**src/rtl/autotest_crc32_uut.sv**
```systemverilog
// autotest_crc32_uut
// Bit-serial CRC-32 (IEEE 802.3, reflected) over a DATA_BYTES stimulus vector,
// plus a count of the cycles the run took. Both results come with level
// valid flags that stay high until uut_ctrl is raised again.
//
// Ports:
//   clk          clock
//   rst          asynchronous active-high reset
//   uut_ctrl     synchronous hold; high forces HOLD and clears the outputs
//   din          stimulus, byte k = din[8k+7:8k], byte 0 processed first
//   crc_out      final CRC (result 1)
//   crc_valid    level flag, crc_out valid
//   cycles_out   run length in cycles (result 2)
//   cycles_valid level flag, cycles_out valid
module autotest_crc32_uut #(
   parameter int          DATA_BYTES = 16,
   parameter logic [31:0] CRC_INIT   = 32'hFFFF_FFFF,
   parameter logic [31:0] CRC_XOROUT = 32'hFFFF_FFFF
) (
   input  logic                    clk,
   input  logic                    rst,
   input  logic                    uut_ctrl,
   input  logic [8*DATA_BYTES-1:0] din,
   output logic [31:0]             crc_out,
   output logic                    crc_valid,
   output logic [31:0]             cycles_out,
   output logic                    cycles_valid
);

   localparam int NB = 8 * DATA_BYTES;
   localparam int CW = $clog2(NB + 1);
   localparam logic [31:0] POLY = 32'hEDB8_8320;

   typedef enum logic [2:0] {HOLD, LOAD, SHIFT, FINAL, DONE} state_t;

   state_t          state, state_nxt;
   logic [NB-1:0]   sreg;
   logic [31:0]     crc;
   logic [CW-1:0]   bit_cnt;
   logic [31:0]     cyc_cnt;

   always_ff @(posedge clk or posedge rst) begin
      if (rst) state <= HOLD;
      else     state <= state_nxt;
   end

   always_comb begin
      state_nxt = state;
      if (uut_ctrl) begin
         state_nxt = HOLD;
      end else begin
         case (state)
            HOLD:  state_nxt = LOAD;
            LOAD:  state_nxt = SHIFT;
            SHIFT: if (bit_cnt == CW'(NB - 1)) state_nxt = FINAL;
            FINAL: state_nxt = DONE;
            DONE:  state_nxt = DONE;
            default: state_nxt = HOLD;
         endcase
      end
   end

   // din is captured on the edge that leaves HOLD (E0), so any later change
   // to the stimulus cannot reach the running computation.
   always_ff @(posedge clk or posedge rst) begin
      if (rst) begin
         sreg       <= '0;
         crc        <= '0;
         bit_cnt    <= '0;
         cyc_cnt    <= '0;
         crc_out    <= '0;
         cycles_out <= '0;
      end else if (uut_ctrl) begin
         sreg       <= '0;
         crc        <= '0;
         bit_cnt    <= '0;
         cyc_cnt    <= '0;
         crc_out    <= '0;
         cycles_out <= '0;
      end else begin
         case (state)
            HOLD: begin
               sreg       <= din;
               crc        <= '0;
               bit_cnt    <= '0;
               cyc_cnt    <= '0;
               crc_out    <= '0;
               cycles_out <= '0;
            end
            LOAD: begin
               crc     <= CRC_INIT;
               bit_cnt <= '0;
               cyc_cnt <= 32'd1;
            end
            SHIFT: begin
               sreg    <= sreg >> 1;
               crc     <= (crc >> 1) ^ ({32{crc[0] ^ sreg[0]}} & POLY);
               bit_cnt <= bit_cnt + CW'(1);
               cyc_cnt <= cyc_cnt + 32'd1;
            end
            FINAL: begin
               crc_out    <= crc ^ CRC_XOROUT;
               cycles_out <= cyc_cnt + 32'd1;
            end
            default: ;
         endcase
      end
   end

   // Flags decode the registered state, so they stay level for the whole of
   // DONE and drop on the same edge that clears the results.
   assign crc_valid    = (state == DONE);
   assign cycles_valid = (state == DONE);

endmodule

```
**config.mk**
```make
export PLATFORM = sky130hd
export DESIGN_NAME = autotest_crc32_uut
export DESIGN_NICKNAME = d
export VERILOG_FILES = /design/src/rtl/autotest_crc32_uut.sv
export SDC_FILE = /design/constraint.sdc
export NUM_CORES = 1
export LEC_CHECK = 0
export CELL_PAD_IN_SITES_DETAIL_PLACEMENT = 2
export CELL_PAD_IN_SITES_GLOBAL_PLACEMENT = 2
export CORE_MARGIN = 5
export CORE_UTILIZATION = 34
export DETAILED_ROUTE_END_ITERATION = 10
export PLACE_DENSITY = 0.77
export SLEW_MARGIN = 20
export SYNTH_ARGS = -nofsm -noshare
export SYNTH_HDL_FRONTEND = slang
export SYNTH_SLANG_ARGS = --single-unit
```
**constraint.sdc**
```tcl
create_clock -name clk -period 12.4 [get_ports clk]
set_clock_uncertainty 0.05 [all_clocks]
set_input_delay 1.86 -clock clk [delete_from_list [all_inputs] [get_ports clk]]
set_output_delay 1.86 -clock clk [all_outputs]
set_load 0.005 [all_outputs]
```
==> flow_summary.json, run 1 <==
{
  "status": "complete, no violations",
  "power_uw": 2420,
  "fp.dieH_microns": 200,
  "rows": 69,
  "period_needed_ps": 4310,
  "syn-cell-area_sq_um": 12200,
  "vias_per_cell": 5.32,
  "r2r-start": "state[1]",
  "fp.dieArea_sq_um": 39800,
  "grt_max_degree": 135,
  "vias": 10000,
  "postCtsHoldBufs": 0,
  "synthDistinctLibCells": 41,
  "path_class": "reg -> out",
  "ys_seq_elements": 267,
  "pin_count": 197,
  "clock_tree.root_cell": "clkbuf_16",
  "post_cts_resized": 0,
  "fin_util_pct": 44.4,
  "diodes": 0,
  "hp-start": "cycles_out[14]",
  "clkTransAtPathRegs_ps": 50,
  "antenna_found_initial": 16,
  "hold_viol_final": 0,
  "port_buffers": 196,
  "synth_edf_count": 0,
  "worstPathMaxFanout": 47,
  "setup_viol": 0,
  "first_global_vias": 11100,
  "cp-start-kind": "register",
  "finalNetCount": 1534,
  "async_flop_share_pct": 100,
  "min_to": "cycles_out[14]",
  "first_iter_violations": 444,
  "wl_per_cell_microns": 19.6,
  "dp_hpwl_mm": 23.6,
  "fin_crit_sh_pct": 34.7,
  "cts_setup_buffers": 0,
  "netlist.area_leader.share_pct": 54.7,
  "core-area_sq_um": 35500,
  "wl_mm": 37.0,
  "power_density_nw_per_um2": 154,
  "place_congestion": 0.772,
  "ys.flop_type": "dfrtp_1",
  "ant_nets": 0,
  "yosys_warnings": 0,
  "drive_above_1_share_pct": 6.32,
  "cts_htree_levels": 2,
  "r2r_end": "sreg[21]",
  "grtUsageTotal_pct": 18.5,
  "cts.sinks": 267,
  "path_cells": "nor3_1 -> clkdlybuf4s50_1",
  "slowest_stage": "dfrtp_4",
  "numCtsBuffers": 34,
  "vdd_drop_max_mv": 0.0841,
  "max_stage_delay_ps": 750,
  "hold_class": "reg -> reg",
  "rsz0062_at_grt": "false",
  "drc_errors": 0,
  "cap_violations": 0,
  "syn_nets": 1379,
  "relSlewSlack_pct": 28.9,
  "clock_latency_ps": 500,
  "first_pass_iters": 4,
  "synth_area_per_cell_sq_um": 9.81,
  "start_util_pct": 34.4,
  "power_leakage_uw": 0.00648,
  "crit_family": "flip-flops",
  "drv_slew": 0,
  "cp_data_required_time_ps": 10490,
  "yosysTopAreaCell": "dfrtp_1",
  "area_delta_synth_final_pct": 28.8,
  "overflow": 0,
  "fp.dieW_microns": 200,
  "tns_ps": 0,
  "worstPathArrival_ps": 2400,
  "worstMarginPinSlew_ps": 1070,
  "synthCells": 1246,
  "timing.fmax_mhz": 232,
  "rrSetupSlack_ps": 9270,
  "ff2ff_path_depth": 4,
  "clockBufferDepth": 3,
  "seq_area_frac_synth_pct": 54.7,
  "grt_pass1_wl_mm": 60.6,
  "end_kind": "primary output",
  "holdPathStages": 2,
  "cts_tree": "built",
  "n_fill_cell": 3722,
  "synthTopCellsByArea": "dfrtp_1 55%, o21ai_0 11%, mux2i_1 10%",
  "cp_num_buf_inv": 1
}
-- state kept, by name (all words and copies together), names as in the netlist --
name        count
sreg          128
crc            32
crc_out        32
cyc_cnt        32
cycles_out     32
bit_cnt         8
state           3
-- logic make-up after synthesis --
| family | Yosys count | synth area share (%) |
|---|---|---|
| buf+inv | 99 | 3.24 |
| fa+ha+maj | 2 | 0.205 |
| compound gates | 357 | 15.5 |
| simple gates | 348 | 12.6 |
| flops | 267 | 54.7 |
| xor+xnor | 45 | 3.23 |
| mux | 128 | 10.5 |
-- final cells by class --
type                       instances  area, sq um  share of cell area, %
timing repair buffer             211         2100                   13.3
multi-input combinational        880         5190                   33.0
sequential                       267         6690                   42.5
inverter                           7         33.8                  0.215
tap                              461          577                   3.67
clock buffer                      49         1020                   6.49
clock inverter                    10          128                  0.811
-- worst max-delay path by stage --
stage,from,to,cells past startpoint
6_report,state[1],cycles_valid,2
5_1_grt,state[1],crc_valid,2
4_1_cts,state[1],cycles_valid,2
3_5_place_dp,uut_ctrl,sreg[123],6
3_3_place_gp,uut_ctrl,sreg[35],6
2_1_floorplan,rst,bit_cnt[0],1
-- through the flow --
step | worst slack (ps) | instance area (sq um) | hold WS (ps) | instances
3_5_place_dp | 7680 | 14600 | 423 | 1825
4_1_cts | 7960 | 15700 | 435 | 1884
5_1_grt | 7920 | 15700 | 455 | 1885
2_1_floorplan | 3140 | 12200 | 392 | 1246
6_report | 8090 | 15700 | 425 | 1885
3_3_place_gp | 7730 | 14600 | 411 | 1825
-- metal layers --
layer  track usage, %  part of all wire, %  vias to the layer above
met1             23.8                   42                     5111
met2             31.0                   49                      163
met4             3.27                  1.5                       30
met3             6.09                  6.6                       78
li1                 -                    -                     4644
met5                0                 0.43                        -
-- Yosys cell counts, types with 6 or more instances --
cell type	number
clkbuf_1	74
nor2_1	18
a31oi_1	12
dfrtp_1	267
and3_1	8
a21oi_1	42
a22oi_1	17
nor3_1	13
xor2_1	32
mux2i_1	128
xnor2_1	13
or3_1	6
o21ai_0	266
inv_1	7
nand3_1	24
buf_2	13
nand4_1	8
nand2_1	248
o31ai_1	12
-- placed cells by master (no fill, tap or decap), types with 3 or more instances in the layout --
| cell | instances |
|---|---|
| clkinv_2 | 6 |
| or3_1 | 5 |
| nand2b_1 | 3 |
| xor2_1 | 31 |
| clkbuf_16 | 37 |
| nand4_1 | 8 |
| bufinv_16 | 3 |
| a22oi_1 | 17 |
| clkdlybuf4s50_1 | 196 |
| a21oi_1 | 41 |
| and4_1 | 3 |
| o21ai_0 | 266 |
| nand3_1 | 23 |
| dfrtp_1 | 266 |
| mux2i_1 | 128 |
| xnor2_1 | 13 |
| nor3_1 | 12 |
| a31oi_1 | 12 |
| and3_1 | 8 |
| inv_1 | 6 |
| clkbuf_1 | 7 |
| nor2_1 | 15 |
| buf_4 | 13 |
| nand2_1 | 247 |
| clkbuf_8 | 5 |
| o31ai_1 | 12 |
| nand3_2 | 3 |
-- power breakdown --
| part | total [uW] | leakage, uW | switching (uW) | internal (uW) |
|---|---|---|---|---|
| Combinational | 375 | 0.00230 | 214 | 161 |
| Sequential | 1030 | 0.00361 | 75.0 | 958 |
| Clock | 1010 | 0.000566 | 377 | 633 |
| Total | 2420 | 0.00648 | 666 | 1750 |
-- worst min-delay path: cells and delay by family (launching register included) --
family | cells | cell delay (ps)
and+or+nand+nor | 1 | 50
AOI/OAI and AO/OA | 1 | 60
DFF | 1 | 340
Power figures use the tool's default switching activity.
==> inputs of run 2 (changes only) <==
- clock period: 12.4 -> 4 ns (I/O delays scaled with it)
==> run 2 against run 1 <==
  * Register-to-register slack got worse by 7900 ps
  * Flip-flop and latch count unchanged
  * Critical path depth increased by 1
  * Final area about the same
  * First-iteration DRC count decreased by 22%
  * Power increased to 3.0 times the previous value
  * Critical path type unchanged
==> flow_summary.json, run 2 (synthesis gave the netlist of run 1 again) <==
{
  "first_iter_violations": 345,
  "hp-start": "cycles_out[4]",
  "layout_common_cells": "266 x o21ai_0, 266 x dfrtp_1, 248 x nand2_1",
  "max_stage_delay_ps": 630,
  "drv_slew": 0,
  "rsz0062_at_grt": "false",
  "clockBufferDepth": 3,
  "start_util_pct": 34.4,
  "fp.dieArea_sq_um": 39800,
  "end_kind": "primary output",
  "status": "complete, no violations",
  "fp.dieH_microns": 200,
  "design_area_sq_um": 15700,
  "first_pass_iters": 4,
  "regArea_sq_um": 6690,
  "worstMarginPinSlew_ps": 1040,
  "place_congestion": 0.732,
  "clock_tree.root_cell": "clkbuf_16",
  "clock_latency_ps": 560,
  "wl_per_cell_microns": 19.6,
  "grtUsageTotal_pct": 18.6,
  "setup_viol": 0,
  "largest_reg_flops": 128,
  "first_global_vias": 11200,
  "cp-start-kind": "register",
  "min_to": "cycles_out[4]",
  "rrSetupSlack_ps": 1370,
  "fin_crit_sh_pct": 78.7,
  "cts_setup_buffers": 0,
  "r2r-start": "cyc_cnt[0]",
  "area_delta_synth_final_pct": 28.8,
  "rows": 69,
  "grt_max_degree": 130,
  "cts_tree": "built",
  "relSlewSlack_pct": 30.3,
  "drc_errors": 0,
  "dpl_cell_area_sq_um": 14700,
  "power_leakage_uw": 0.00646,
  "fp.dieW_microns": 200,
  "clkTransAtPathRegs_ps": 60,
  "cts.sinks": 267,
  "numCtsBuffers": 31,
  "post_cts_resized": 0,
  "timing.fmax_mhz": 318,
  "n_fill_cell": 3753,
  "path_cells": "buf_4 -> nor3_1 -> clkdlybuf4s50_1",
  "overflow": 0,
  "path_class": "reg -> out",
  "top_register": "sreg",
  "pin_count": 197,
  "cp_data_required_time_ps": 3350,
  "port_buffers": 196,
  "antenna_found_initial": 10,
  "slowest_stage": "clkdlybuf4s50_1",
  "drive_above_1_share_pct": 6.50,
  "fin_util_pct": 44.3,
  "vias_per_cell": 5.27,
  "cp_num_buf_inv": 2,
  "ff2ff_path_depth": 6,
  "multi_input_area_sq_um": 5180,
  "wl_mm": 37.2,
  "worstPathMaxFanout": 20,
  "vdd_drop_max_mv": 0.320,
  "ant_nets": 0,
  "r2r_end": "cycles_out[22]",
  "hold_class": "reg -> reg",
  "worstPathArrival_ps": 2500,
  "hold_ws_ps": 424,
  "tns_ps": 0,
  "hold_viol_final": 0,
  "core-area_sq_um": 35500,
  "power_density_nw_per_um2": 457,
  "vias": 9988,
  "crit_family": "buffers and inverters",
  "holdPathStages": 2,
  "finalNetCount": 1539,
  "period_needed_ps": 3150,
  "grt_pass1_wl_mm": 61.1,
  "cts_htree_levels": 1,
  "postCtsHoldBufs": 0,
  "dp_hpwl_mm": 24.0,
  "cap_violations": 0
}
run 2: cell types whose count changed in the layout (fill, tap and decap cells not counted), moves of 2 or more:
cell and change:
buf_12 +9, clkbuf_16 -6, diode_2 +4, clkbuf_8 +3, bufinv_16 -2, clkinvlp_4 +2
run 2: cell type report:
cell class / instances / area share, %
Antenna cell: 4 / 0.0636
Multi-Input combinational cell: 880 / 33.0
Tap cell: 461 / 3.67
Inverter: 7 / 0.191
Clock inverter: 10 / 0.533
Sequential cell: 267 / 42.5
Timing Repair Buffer: 219 / 14.3
Clock buffer: 47 / 5.82
run 2: power breakdown:
part / internal (uW) / leakage [uW] / switching (uW)
clock network: 1630 / 0.000491 / 1160
registers: 2970 / 0.00361 / 204
logic: 528 / 0.00236 / 699
run 2: tightest hold or removal path: cells and delay by family (launching register included):
| family | cells | cell delay, ps |
|---|---|---|
| AOI/OAI and AO/OA | 1 | 60 |
| DFF | 1 | 340 |
| and+or+nand+nor | 1 | 50 |
run 2: worst max-delay path by stage:
stage | from | end | slack, ps | cells past startpoint
after CTS | state[0] | crc_valid | 760 | 3
after global placement | uut_ctrl | cyc_cnt[31] | 1200 | 5
after global routing | state[0] | crc_valid | 730 | 3
after floorplan | rst | bit_cnt[0] | -180 | 1
final | state[0] | crc_valid | 850 | 3
after detailed placement | uut_ctrl | crc_out[10] | 1100 | 5
run 2: stage by stage:
stage	cells	power, uW	setup WS, ps
finish	1895	7200	853
global route	1891	7580	730
CTS	1891	7330	764
detailed placement	1834	4460	1100
global placement	1834	4400	1200
floorplan	1246	3940	-175
run 2: per-layer routing:
| metal | vias to the layer above | global-route usage, % | part of all wire (%) |
|---|---|---|---|
| met5 | - | 0 | 0.19 |
| met4 | 14 | 2.74 | 1.1 |
| met3 | 43 | 5.43 | 6.4 |
| met2 | 162 | 31.9 | 49 |
| met1 | 5122 | 24.0 | 43 |
| li1 | 4647 | - | - |
